==> src/rtl/sat_add_arbiter_if.sv <==
// Requester/consumer bundle for sat_add_arbiter: NREQ operand ports in,
// one registered saturated-sum result port out.
interface sat_add_arbiter_if #(
  parameter int WIDTH = 6,
  parameter int NREQ  = 4
);
  localparam int IDW = $clog2(NREQ);

  logic [NREQ-1:0]       req_valid;
  logic [NREQ*WIDTH-1:0] req_a;
  logic [NREQ*WIDTH-1:0] req_b;
  logic [NREQ-1:0]       req_ready;
  logic                  rsp_valid;
  logic [IDW-1:0]        rsp_id;
  logic [WIDTH-1:0]      rsp_sum;
  logic                  rsp_sat;
  logic                  rsp_ready;

  modport master (
    output req_valid, req_a, req_b, rsp_ready,
    input  req_ready, rsp_valid, rsp_id, rsp_sum, rsp_sat
  );

  modport slave (
    input  req_valid, req_a, req_b, rsp_ready,
    output req_ready, rsp_valid, rsp_id, rsp_sum, rsp_sat
  );
endinterface

==> src/rtl/sat_add_arbiter.sv <==
// Round-robin arbiter sharing one saturating adder with a 1-deep result register.
// Optional macro SAT_ADD_ARB_STATS_EN adds the 16-bit sat_count output.
module sat_add_arbiter #(
  parameter int WIDTH = 6,
  parameter int NREQ  = 4
) (
  input  logic clk,
  input  logic rst_n,
  sat_add_arbiter_if.slave bus
`ifdef SAT_ADD_ARB_STATS_EN
  ,
  output logic [15:0] sat_count
`endif
);
  localparam int          IDW = $clog2(NREQ);
  localparam int unsigned NR  = NREQ;

  typedef enum logic {EMPTY, FULL} state_t;

  state_t           state_q, state_d;
  logic [IDW-1:0]   ptr_q, ptr_d;
  logic [IDW-1:0]   rsp_id_q, rsp_id_d;
  logic [WIDTH-1:0] rsp_sum_q, rsp_sum_d;
  logic             rsp_sat_q, rsp_sat_d;

  logic             free;
  logic             found;
  logic             xfer;
  logic [IDW-1:0]   gnt_id;
  logic [WIDTH-1:0] op_a, op_b, sum_raw, sum_sat;
  logic             ovf;

  // Round-robin search starting at ptr_q, wrapping modulo NREQ.
  always_comb begin : arbitrate
    int unsigned idx;
    idx    = 0;
    found  = 1'b0;
    gnt_id = '0;
    for (int unsigned k = 0; k < NR; k++) begin
      idx = (32'(ptr_q) + k) % NR;
      if (!found && bus.req_valid[idx]) begin
        found  = 1'b1;
        gnt_id = IDW'(idx);
      end
    end
  end

  always_comb begin : datapath
    op_a    = bus.req_a[gnt_id*WIDTH +: WIDTH];
    op_b    = bus.req_b[gnt_id*WIDTH +: WIDTH];
    sum_raw = op_a + op_b;
    ovf     = (op_a[WIDTH-1] == op_b[WIDTH-1]) && (sum_raw[WIDTH-1] != op_a[WIDTH-1]);
    // Clamp value shares the operand sign bit: 0111.. or 1000..
    sum_sat = ovf ? {op_a[WIDTH-1], {(WIDTH-1){~op_a[WIDTH-1]}}} : sum_raw;
  end

  // State register
  always_ff @(posedge clk or negedge rst_n) begin
    if (!rst_n) begin
      state_q   <= EMPTY;
      ptr_q     <= '0;
      rsp_id_q  <= '0;
      rsp_sum_q <= '0;
      rsp_sat_q <= 1'b0;
    end else begin
      state_q   <= state_d;
      ptr_q     <= ptr_d;
      rsp_id_q  <= rsp_id_d;
      rsp_sum_q <= rsp_sum_d;
      rsp_sat_q <= rsp_sat_d;
    end
  end

  // Next-state logic
  always_comb begin
    free      = (state_q == EMPTY) || bus.rsp_ready;
    xfer      = found && free && rst_n;
    state_d   = state_q;
    ptr_d     = ptr_q;
    rsp_id_d  = rsp_id_q;
    rsp_sum_d = rsp_sum_q;
    rsp_sat_d = rsp_sat_q;
    if (xfer) begin
      state_d   = FULL;
      ptr_d     = (gnt_id == IDW'(NREQ - 1)) ? '0 : gnt_id + 1'b1;
      rsp_id_d  = gnt_id;
      rsp_sum_d = sum_sat;
      rsp_sat_d = ovf;
    end else if (bus.rsp_ready) begin
      state_d = EMPTY;
    end
  end

  // Outputs
  always_comb begin
    bus.req_ready = xfer ? (NREQ'(1) << gnt_id) : '0;
    bus.rsp_valid = (state_q == FULL);
    bus.rsp_id    = rsp_id_q;
    bus.rsp_sum   = rsp_sum_q;
    bus.rsp_sat   = rsp_sat_q;
  end

`ifdef SAT_ADD_ARB_STATS_EN
  logic [15:0] sat_count_q, sat_count_d;

  always_comb begin
    sat_count_d = sat_count_q;
    if (xfer && ovf && (sat_count_q != '1)) sat_count_d = sat_count_q + 16'd1;
  end

  always_ff @(posedge clk or negedge rst_n) begin
    if (!rst_n) sat_count_q <= '0;
    else        sat_count_q <= sat_count_d;
  end

  assign sat_count = sat_count_q;
`endif
endmodule

==> src/flat_wrapper.sv <==
// flat-port wrapper written by rule: the top's interface ports become plain ports
module sat_add_arbiter_flat 
#(
  parameter int WIDTH = 6,
  parameter int NREQ  = 4
)
  (clk, rst_n, bus_req_valid, bus_req_a, bus_req_b, bus_rsp_ready, bus_req_ready, bus_rsp_valid, bus_rsp_id, bus_rsp_sum, bus_rsp_sat);
  sat_add_arbiter_if #(.WIDTH(WIDTH), .NREQ(NREQ)) bus_i ();
  input  logic clk;
  input  logic rst_n;
  input wire logic [$bits(bus_i.req_valid)-1:0] bus_req_valid;
  input wire logic [$bits(bus_i.req_a)-1:0] bus_req_a;
  input wire logic [$bits(bus_i.req_b)-1:0] bus_req_b;
  input wire logic [$bits(bus_i.rsp_ready)-1:0] bus_rsp_ready;
  output wire logic [$bits(bus_i.req_ready)-1:0] bus_req_ready;
  output wire logic [$bits(bus_i.rsp_valid)-1:0] bus_rsp_valid;
  output wire logic [$bits(bus_i.rsp_id)-1:0] bus_rsp_id;
  output wire logic [$bits(bus_i.rsp_sum)-1:0] bus_rsp_sum;
  output wire logic [$bits(bus_i.rsp_sat)-1:0] bus_rsp_sat;
  assign bus_i.req_valid = bus_req_valid;
  assign bus_i.req_a = bus_req_a;
  assign bus_i.req_b = bus_req_b;
  assign bus_i.rsp_ready = bus_rsp_ready;
  assign bus_req_ready = bus_i.req_ready;
  assign bus_rsp_valid = bus_i.rsp_valid;
  assign bus_rsp_id = bus_i.rsp_id;
  assign bus_rsp_sum = bus_i.rsp_sum;
  assign bus_rsp_sat = bus_i.rsp_sat;
  sat_add_arbiter #(.WIDTH(WIDTH), .NREQ(NREQ)) u_core (.clk(clk), .rst_n(rst_n), .bus(bus_i));
endmodule
==> config.mk <==
export PLATFORM = sky130hd
export DESIGN_NAME = sat_add_arbiter_flat
export DESIGN_NICKNAME = d
export VERILOG_FILES = /design/src/rtl/sat_add_arbiter_if.sv /design/src/rtl/sat_add_arbiter.sv /design/src/flat_wrapper.sv
export SDC_FILE = /design/constraint.sdc
export NUM_CORES = 1
export LEC_CHECK = 0
export ABC_CLOCK_PERIOD_IN_PS = 3570
export BUFFER_PORTS_ARGS = -buffer_cell sky130_fd_sc_hd__buf_2
export CAP_MARGIN = 10
export CORE_MARGIN = 2
export CORE_UTILIZATION = 40
export DETAILED_ROUTE_END_ITERATION = 12
export GPL_TIMING_DRIVEN = 0
export HOLD_SLACK_MARGIN = 0.02
export PLACE_DENSITY = 0.76
export SYNTH_ARGS = -nofsm -noshare
export SYNTH_HDL_FRONTEND = slang
export SYNTH_SLANG_ARGS = --single-unit
==> constraint.sdc <==
create_clock -name clk -period 3.57 [get_ports clk]
set_input_delay 0.714 -clock clk [delete_from_list [all_inputs] [get_ports clk]]
set_output_delay 0.714 -clock clk [all_outputs]
set_load 0.02 [all_outputs]
==> results of run 1 <==
## cells in the mapped netlist
master and n:
a211o_1 1, a211oi_1 12, a21boi_0 1, a21o_1 2, a21oi_1 19, a311oi_2 1
a31oi_1 3, and2_1 4, and2b_1 2, and2b_4 1, buf_1 1, buf_2 2
clkbuf_1 6, dfrtp_1 12, fa_1 1, ha_1 9, inv_1 2, inv_2 2
maj3_1 1, mux2_4 1, mux2i_1 12, nand2_1 13, nand2b_1 4, nand3_1 1
nor2_1 4, nor2_4 1, nor2b_1 10, nor3_1 1, nor3b_1 1, o211a_1 1
o21ai_0 4, o21ai_1 4, o21ai_2 1, o221a_2 1, o31ai_1 5, o41ai_1 1
or3_1 1, or3b_1 1, xnor2_1 1, xor2_1 1
## where the power goes
part           internal (mW)  switching (mW)
clock network         0.0391          0.0458
registers              0.192          0.0341
logic                  0.563           0.678
total                  0.794           0.758
## path summary, 6_finish.rpt
kind | from | end | slack [ns] | depth (start not counted)
setup / recovery | bus_req_valid[1] | u_core.bus.rsp_sum[3] | 0.02 | 18
hold / removal | rst_n | u_core.bus.rsp_id[0] | 0.31 | 1
setup reg to reg | u_core.ptr_q[0] | u_core.bus.rsp_sum[3] | 0.10 | 17
hold reg to reg | u_core.bus.rsp_sum[1] | u_core.bus.rsp_sum[1] | 0.47 | 2
max in group asynchronous | rst_n | u_core.bus.rsp_sum[2] | 3.03 | 1
min in group clk | u_core.bus.rsp_sum[1] | u_core.bus.rsp_sum[1] | 0.47 | 2
## through the flow
| step | power [mW] | utilization | area, sq um |
|---|---|---|---|
| after floorplan | 0.949 | - | 1280 |
| after global placement | 1.16 | 0.552 | 1670 |
| after detailed placement | 1.18 | 0.552 | 1670 |
| after CTS | 1.36 | 0.588 | 1780 |
| after global routing | 1.67 | 0.636 | 1930 |
| final | 1.55 | 0.636 | 1930 |
## state kept, by name, indices dropped and copies added (netlist names)
| name | count |
|---|---|
| u_core.bus.rsp_id | 2 |
| u_core.bus.rsp_sum | 6 |
| u_core.bus.rsp_sat | 1 |
| u_core.ptr_q | 2 |
| u_core.bus.rsp_valid | 1 |
## cell families (layout without fill, tap and decap cells)
kind of cell	Yosys count	in the layout	synth area share
simple gates	44	44	0.195
compound gates	56	56	0.291
flops	12	12	0.239
buf+inv	13	93	0.0408
xor+xnor	2	2	0.0139
fa+ha+maj	11	11	0.113
mux	13	13	0.107
## metal layers
layer,routed length (microns),up-vias,global-route usage
li1,-,714,-
met1,1720,689,0.275
met2,2370,34,0.379
met3,124,9,0.0519
met4,74,0,0.0444
met5,0,-,0
## cells in the final DEF (no fill, tap or decap), types with 2 or more instances in the layout
cell type	Yosys	final
a211oi_1	12	7
a211oi_2	0	3
a211oi_4	0	2
a21o_1	2	2
a21oi_1	19	15
a21oi_2	0	2
a21oi_4	0	2
a31oi_1	3	3
and2_1	4	4
and2b_1	2	2
buf_12	0	2
buf_2	2	69
buf_4	0	9
clkbuf_1	6	3
clkbuf_4	0	3
dfrtp_1	12	12
ha_1	9	6
ha_2	0	2
inv_1	2	2
inv_2	2	2
mux2i_1	12	10
mux2i_4	0	2
nand2_1	13	13
nand2b_1	4	4
nor2_1	4	4
nor2b_1	10	10
o21ai_0	4	4
o21ai_1	4	3
o21ai_2	1	2
o31ai_1	5	5
## worst max-delay path, stage by stage
cell and delay (ns):
buf_2 0.11, inv_1 0.12, a21boi_1 0.09, o221a_2 0.28
buf_8 0.15, buf_12 0.14, buf_4 0.13, a211oi_1 0.28
a21oi_1 0.09, ha_2 0.28, o21ai_0 0.17, nor2_1 0.08
o21ai_1 0.14, nand2b_1 0.07, buf_4 0.16, or3b_4 0.43
a21oi_2 0.16, o31ai_1 0.09
## final cells by class
cell class / count / area (sq um)
sequential: 12 / 300
multi-input combinational: 126 / 1040
fill: 242 / 1100
inverter: 4 / 15.0
timing repair buffer: 77 / 424
buffer: 9 / 71.3
tap: 44 / 55.1
clock buffer: 3 / 22.5
## timing repair
action / CTS / global route
gates resized for setup: 12 / 22
setup buffers: 5 / 4
pin swaps: 2 / 1
setup endpoints to repair: 3 / 4
==> run_results.csv, run 1 <==
group,metric,value,unit
routing,wl_per_cell,15.6,microns
logic_synthesis,syn_avg_cell_area,8.34,sq um
clock_network,htreeDepth,1,
layout,nets,298,
power,vdd.ir_drop.worst,0.423,mV
timing,setup_viol_count_final,0,
logic_synthesis,synth_area,1260,sq um
logic_synthesis,ys_seq_area_frac,0.239,
timing,layout_min_cycle_time,3.55,ns
run_status,status,"completed",
place,dp_cells,263,
floorplan,pin_count,69,
grt,grt_pass1_wl,6000,microns
timing,hold_ws,0.310,ns
job,maxCapViolations,0,
worst_hold_path,min_path_type,"input port to async pin",
floorplan,initial_utilization,0.416,
routing,drt_iter0_drc,97,
layout,n_antenna_cell,0,
grt,grt_pass1_vias,1382,
timing,hold_viol,0,
power,power.leakage,0.933,nW
worst_setup_path,start_kind,"input port",
routing,final_antenna_net_count,0,
layout,drive_gt1_frac,0.476,
timing,fmax,281,MHz
timing,slew_headroom,0.686,
timing,fin_crit_sh,0.996,
clock_network,clkSinkCount,12,
layout,syn_to_final_growth,53.0,%
timing,finalMaxSlewViolations,0,
timing,skew,0.00605,ns
floorplan,dieWidth,60.1,microns
floorplan,core.rowCount,20,
logic_synthesis,synth.largest_area_cell,"dfrtp_1",
clock_network,clock_path_buffers,2,
layout,final_cells,275,
timing,tightest_slew,0.465,ns
place,dp_hpwl,2840,microns
routing,firstDrtPassIters,4,
floorplan,die_height,60.1,microns
place,dp_slack,-0.506,ns
logic_synthesis,synthTopCellsByArea,"dfrtp_1 24%, mux2i_1 9.5%, ha_1 8.9%",
timing,setup_tns,0,ns
timing,layout_setup_ws,0.0157,ns
logic_synthesis,synth_warnings,0,
clock_network,ctsHoldBuffers,0,
worst_setup_path,cp.arrival,3.70,ns
floorplan,die_area,3610,sq um
grt,antenna_found_initial,0,
routing,vias_per_cell,5.26,
grt,grt_max_degree,14,
worst_setup_path,required,3.72,ns
logic_synthesis,ys_seq_elements,12,
worst_setup_path,crit_fanout,10,
power,powerDensity,806,nW/um^2
worst_setup_path,cp-end-kind,"register",
floorplan,fp.coreArea,3030,sq um
clock_network,numCtsBuffers,3,
routing,num_vias,1446,
logic_synthesis,synth_cell_type_count,40,
clock_network,clk_latency,0.28,ns
place,portBuffers,68,
grt,grtUsageTotal,0.219,
clock_network,root_buffer,"clkbuf_4",
routing,wl,4290,microns
logic_synthesis,synth_fp_nets,216,
routing,drc,0,
grt,grt_overflow,0,
logic_synthesis,yosysTopAreaCellShare,0.239,
clock_network,clkTransAtPathRegs,0.08,ns
worst_setup_path,path_class,"input port to register",
logic_synthesis,synthCells,151,
place,place.gp.congestion,0.763,
clock_network,cts_tree,"done",
Power figures use the tool's default switching activity.
==> run 2, diff against run 1 <==
- ABC_CLOCK_PERIOD_IN_PS: 3570 -> not set
- PLACE_DENSITY: 0.76 -> 0.79
==> run 2 against run 1 <==
Compared with the run above:
- first-iteration DRC count shrank 68%
- hold slack is essentially flat
- critical path depth shrank 1
- register-to-register slack gained 0.11 ns
- combinational power shrank 6%
- wire length shrank 16%
- power shrank 3.6%
- largest power group unchanged
- maximum frequency grew 3.3%
- critical path type unchanged
- non-clock buffer count is the same
- global-route usage shrank 3.8 points
- clock power grew 30%
==> run_results.csv, run 2 (same netlist as run 1, synthesis figures left out) <==
group,metric,value,unit
run_status,status,"completed",
floorplan,die_area,3610,sq um
grt,grt_overflow,0,
worst_hold_path,min_path_type,"input port to async pin",
routing,route.met3.wl,194,microns
worst_setup_path,cp-end-kind,"register",
layout,drive_gt1_frac,0.466,
job,maxCapViolations,0,
layout,fin_area,1880,sq um
place,portBuffers,68,
timing,hold_viol,0,
worst_setup_path,crit_buf_inv,4,
clock_network,clkTransAtPathRegs,0.08,ns
grt,grtUsageTotal,0.181,
grt,grt_max_degree,14,
worst_setup_path,path_class,"input port to register",
layout,largest_reg_flops,6,
clock_network,clk_latency,0.27,ns
timing,setup_tns,0,ns
floorplan,initial_utilization,0.416,
routing,drt_iter0_drc,31,
clock_network,root_buffer,"clkbuf_4",
timing,setup_viol_count_final,0,
routing,num_vias,1411,
routing,wl_per_cell,13.0,microns
worst_setup_path,cp.arrival,3.59,ns
grt,grt_pass1_vias,1170,
place,placed_area,1670,sq um
timing,slew_headroom,0.685,
floorplan,dieWidth,60.1,microns
timing,finalMaxSlewViolations,0,
worst_setup_path,crit_family,"compound AO/OA/AOI/OAI gates",
timing,layout_min_cycle_time,3.44,ns
timing,layout_setup_ws,0.129,ns
layout,final_common_cell,"buf_2",
worst_setup_path,max_stage_delay,0.42,ns
worst_setup_path,cp_cell_sequence,"buf_2 > and2b_4 > o21ai_1 > o221a_2 > buf_8 > buf_12 > mux2i_4 > a21oi_2 > ha_1 > a211oi_2 > nor2_1 > o21ai_1 > nand2b_1 > clkbuf_4 > or3b_4 > a21oi_2 > o31ai_1",
power,power.leakage,0.931,nW
routing,firstDrtPassIters,4,
layout,multiInputGateArea,992,sq um
timing,fin_crit_sh,0.964,
layout,postLayoutCoreUtil,0.621,
routing,vias_per_cell,5.11,
routing,wl,3590,microns
timing,skew,0.00228,ns
routing,route.met2.wl,1820,microns
clock_network,ctsHoldBuffers,0,
power,powerDensity,795,nW/um^2
floorplan,core.rowCount,20,
grt,antenna_found_initial,0,
power,total_power,1.50,mW
layout,regArea,300,sq um
routing,m1WireLength,1510,microns
worst_setup_path,required,3.72,ns
floorplan,pin_count,69,
worst_setup_path,r2r_slack,0.21,ns
clock_network,htreeDepth,1,
clock_network,clkSinkCount,12,
place,dp_hpwl,2680,microns
layout,syn_to_final_growth,49.4,%
clock_network,cts_tree,"done",
grt,grt_pass1_wl,5000,microns
place,place.gp.congestion,0.735,
place,dp_slack,-0.443,ns
routing,final_antenna_net_count,0,
worst_setup_path,crit_fanout,10,
routing,drc,0,
timing,fmax,291,MHz
layout,nets,298,
timing,tightest_slew,0.466,ns
worst_setup_path,cp_slowest_cell,"or3b_4",
power,vdd.ir_drop.worst,0.447,mV
floorplan,die_height,60.1,microns
clock_network,clock_path_buffers,2,
clock_network,numCtsBuffers,3,
layout,n_antenna_cell,0,
layout,layout_common_cells,"68 x buf_2, 14 x a21oi_1, 13 x nand2_1",
routing,routed.top_layer,"met4",
layout,n_fill_cell,283,
worst_setup_path,start_kind,"input port",
floorplan,fp.coreArea,3030,sq um
## run 2: cell count changes in the layout (fill, tap and decap cells not counted), moves of 2 or more
cell	delta
ha_1	+3
buf_4	+2
ha_2	-2
a21oi_2	+3
a21oi_4	-2
## run 2: layout make-up
| cell class | count | area share |
|---|---|---|
| Multi-Input combinational cell | 126 | 0.528 |
| Timing Repair Buffer | 77 | 0.217 |
| Sequential cell | 12 | 0.160 |
| Buffer | 9 | 0.0393 |
| Tap cell | 44 | 0.0293 |
| Clock buffer | 4 | 0.0193 |
| Inverter | 4 | 0.00798 |
## run 2: per-layer routing
layer	global-route usage	vias to the layer above
li1	-	712
met1	0.222	647
met2	0.337	46
met3	0.0303	6
met4	0.0190	0
met5	0	-
## run 2: path summary, 6_finish.rpt
| kind | start | endpoint | depth (start not counted) |
|---|---|---|---|
| setup / recovery | bus_req_valid[2] | u_core.bus.rsp_sum[2] | 17 |
| hold / removal | rst_n | u_core.bus.rsp_sum[5] | 1 |
| setup reg to reg | u_core.ptr_q[0] | u_core.bus.rsp_sum[2] | 16 |
| hold reg to reg | u_core.bus.rsp_id[1] | u_core.bus.rsp_id[1] | 2 |
| max in group asynchronous | rst_n | u_core.ptr_q[0] | 1 |
| min in group clk | u_core.bus.rsp_id[1] | u_core.bus.rsp_id[1] | 2 |
## run 2: worst register-to-register path, cell delays in order (launching register included)
cell	delay (ns)
dfrtp_1	0.40
nand2b_1	0.16
a21boi_0	0.12
o221a_2	0.27
buf_8	0.14
buf_4	0.18
a211oi_4	0.26
a21oi_2	0.07
ha_1	0.31
a211oi_2	0.22
nor2_1	0.09
o21ai_1	0.12
nand2b_1	0.06
clkbuf_4	0.18
or3b_4	0.42
a21oi_2	0.16
o31ai_1	0.08
## run 2: what timing repair did
action | in CTS | in global routing
resized for setup | 6 | 21
buffers inserted | 1 | 8
endpoints found under the setup margin | 3 | 3
pin swaps | 1 | 6
## run 2: where the power goes
group,switching [mW],internal [mW],total [mW]
Clock,0.0476,0.0620,0.110
Combinational,0.633,0.527,1.16
Sequential,0.0342,0.192,0.226
## run 2: per-stage QoR
stage / hold slack [ns] / std cells
finish: 0.311 / 276
global route: 0.326 / 276
CTS: 0.319 / 268
detailed placement: 0.472 / 263
global placement: 0.463 / 263
floorplan: 0.418 / 151
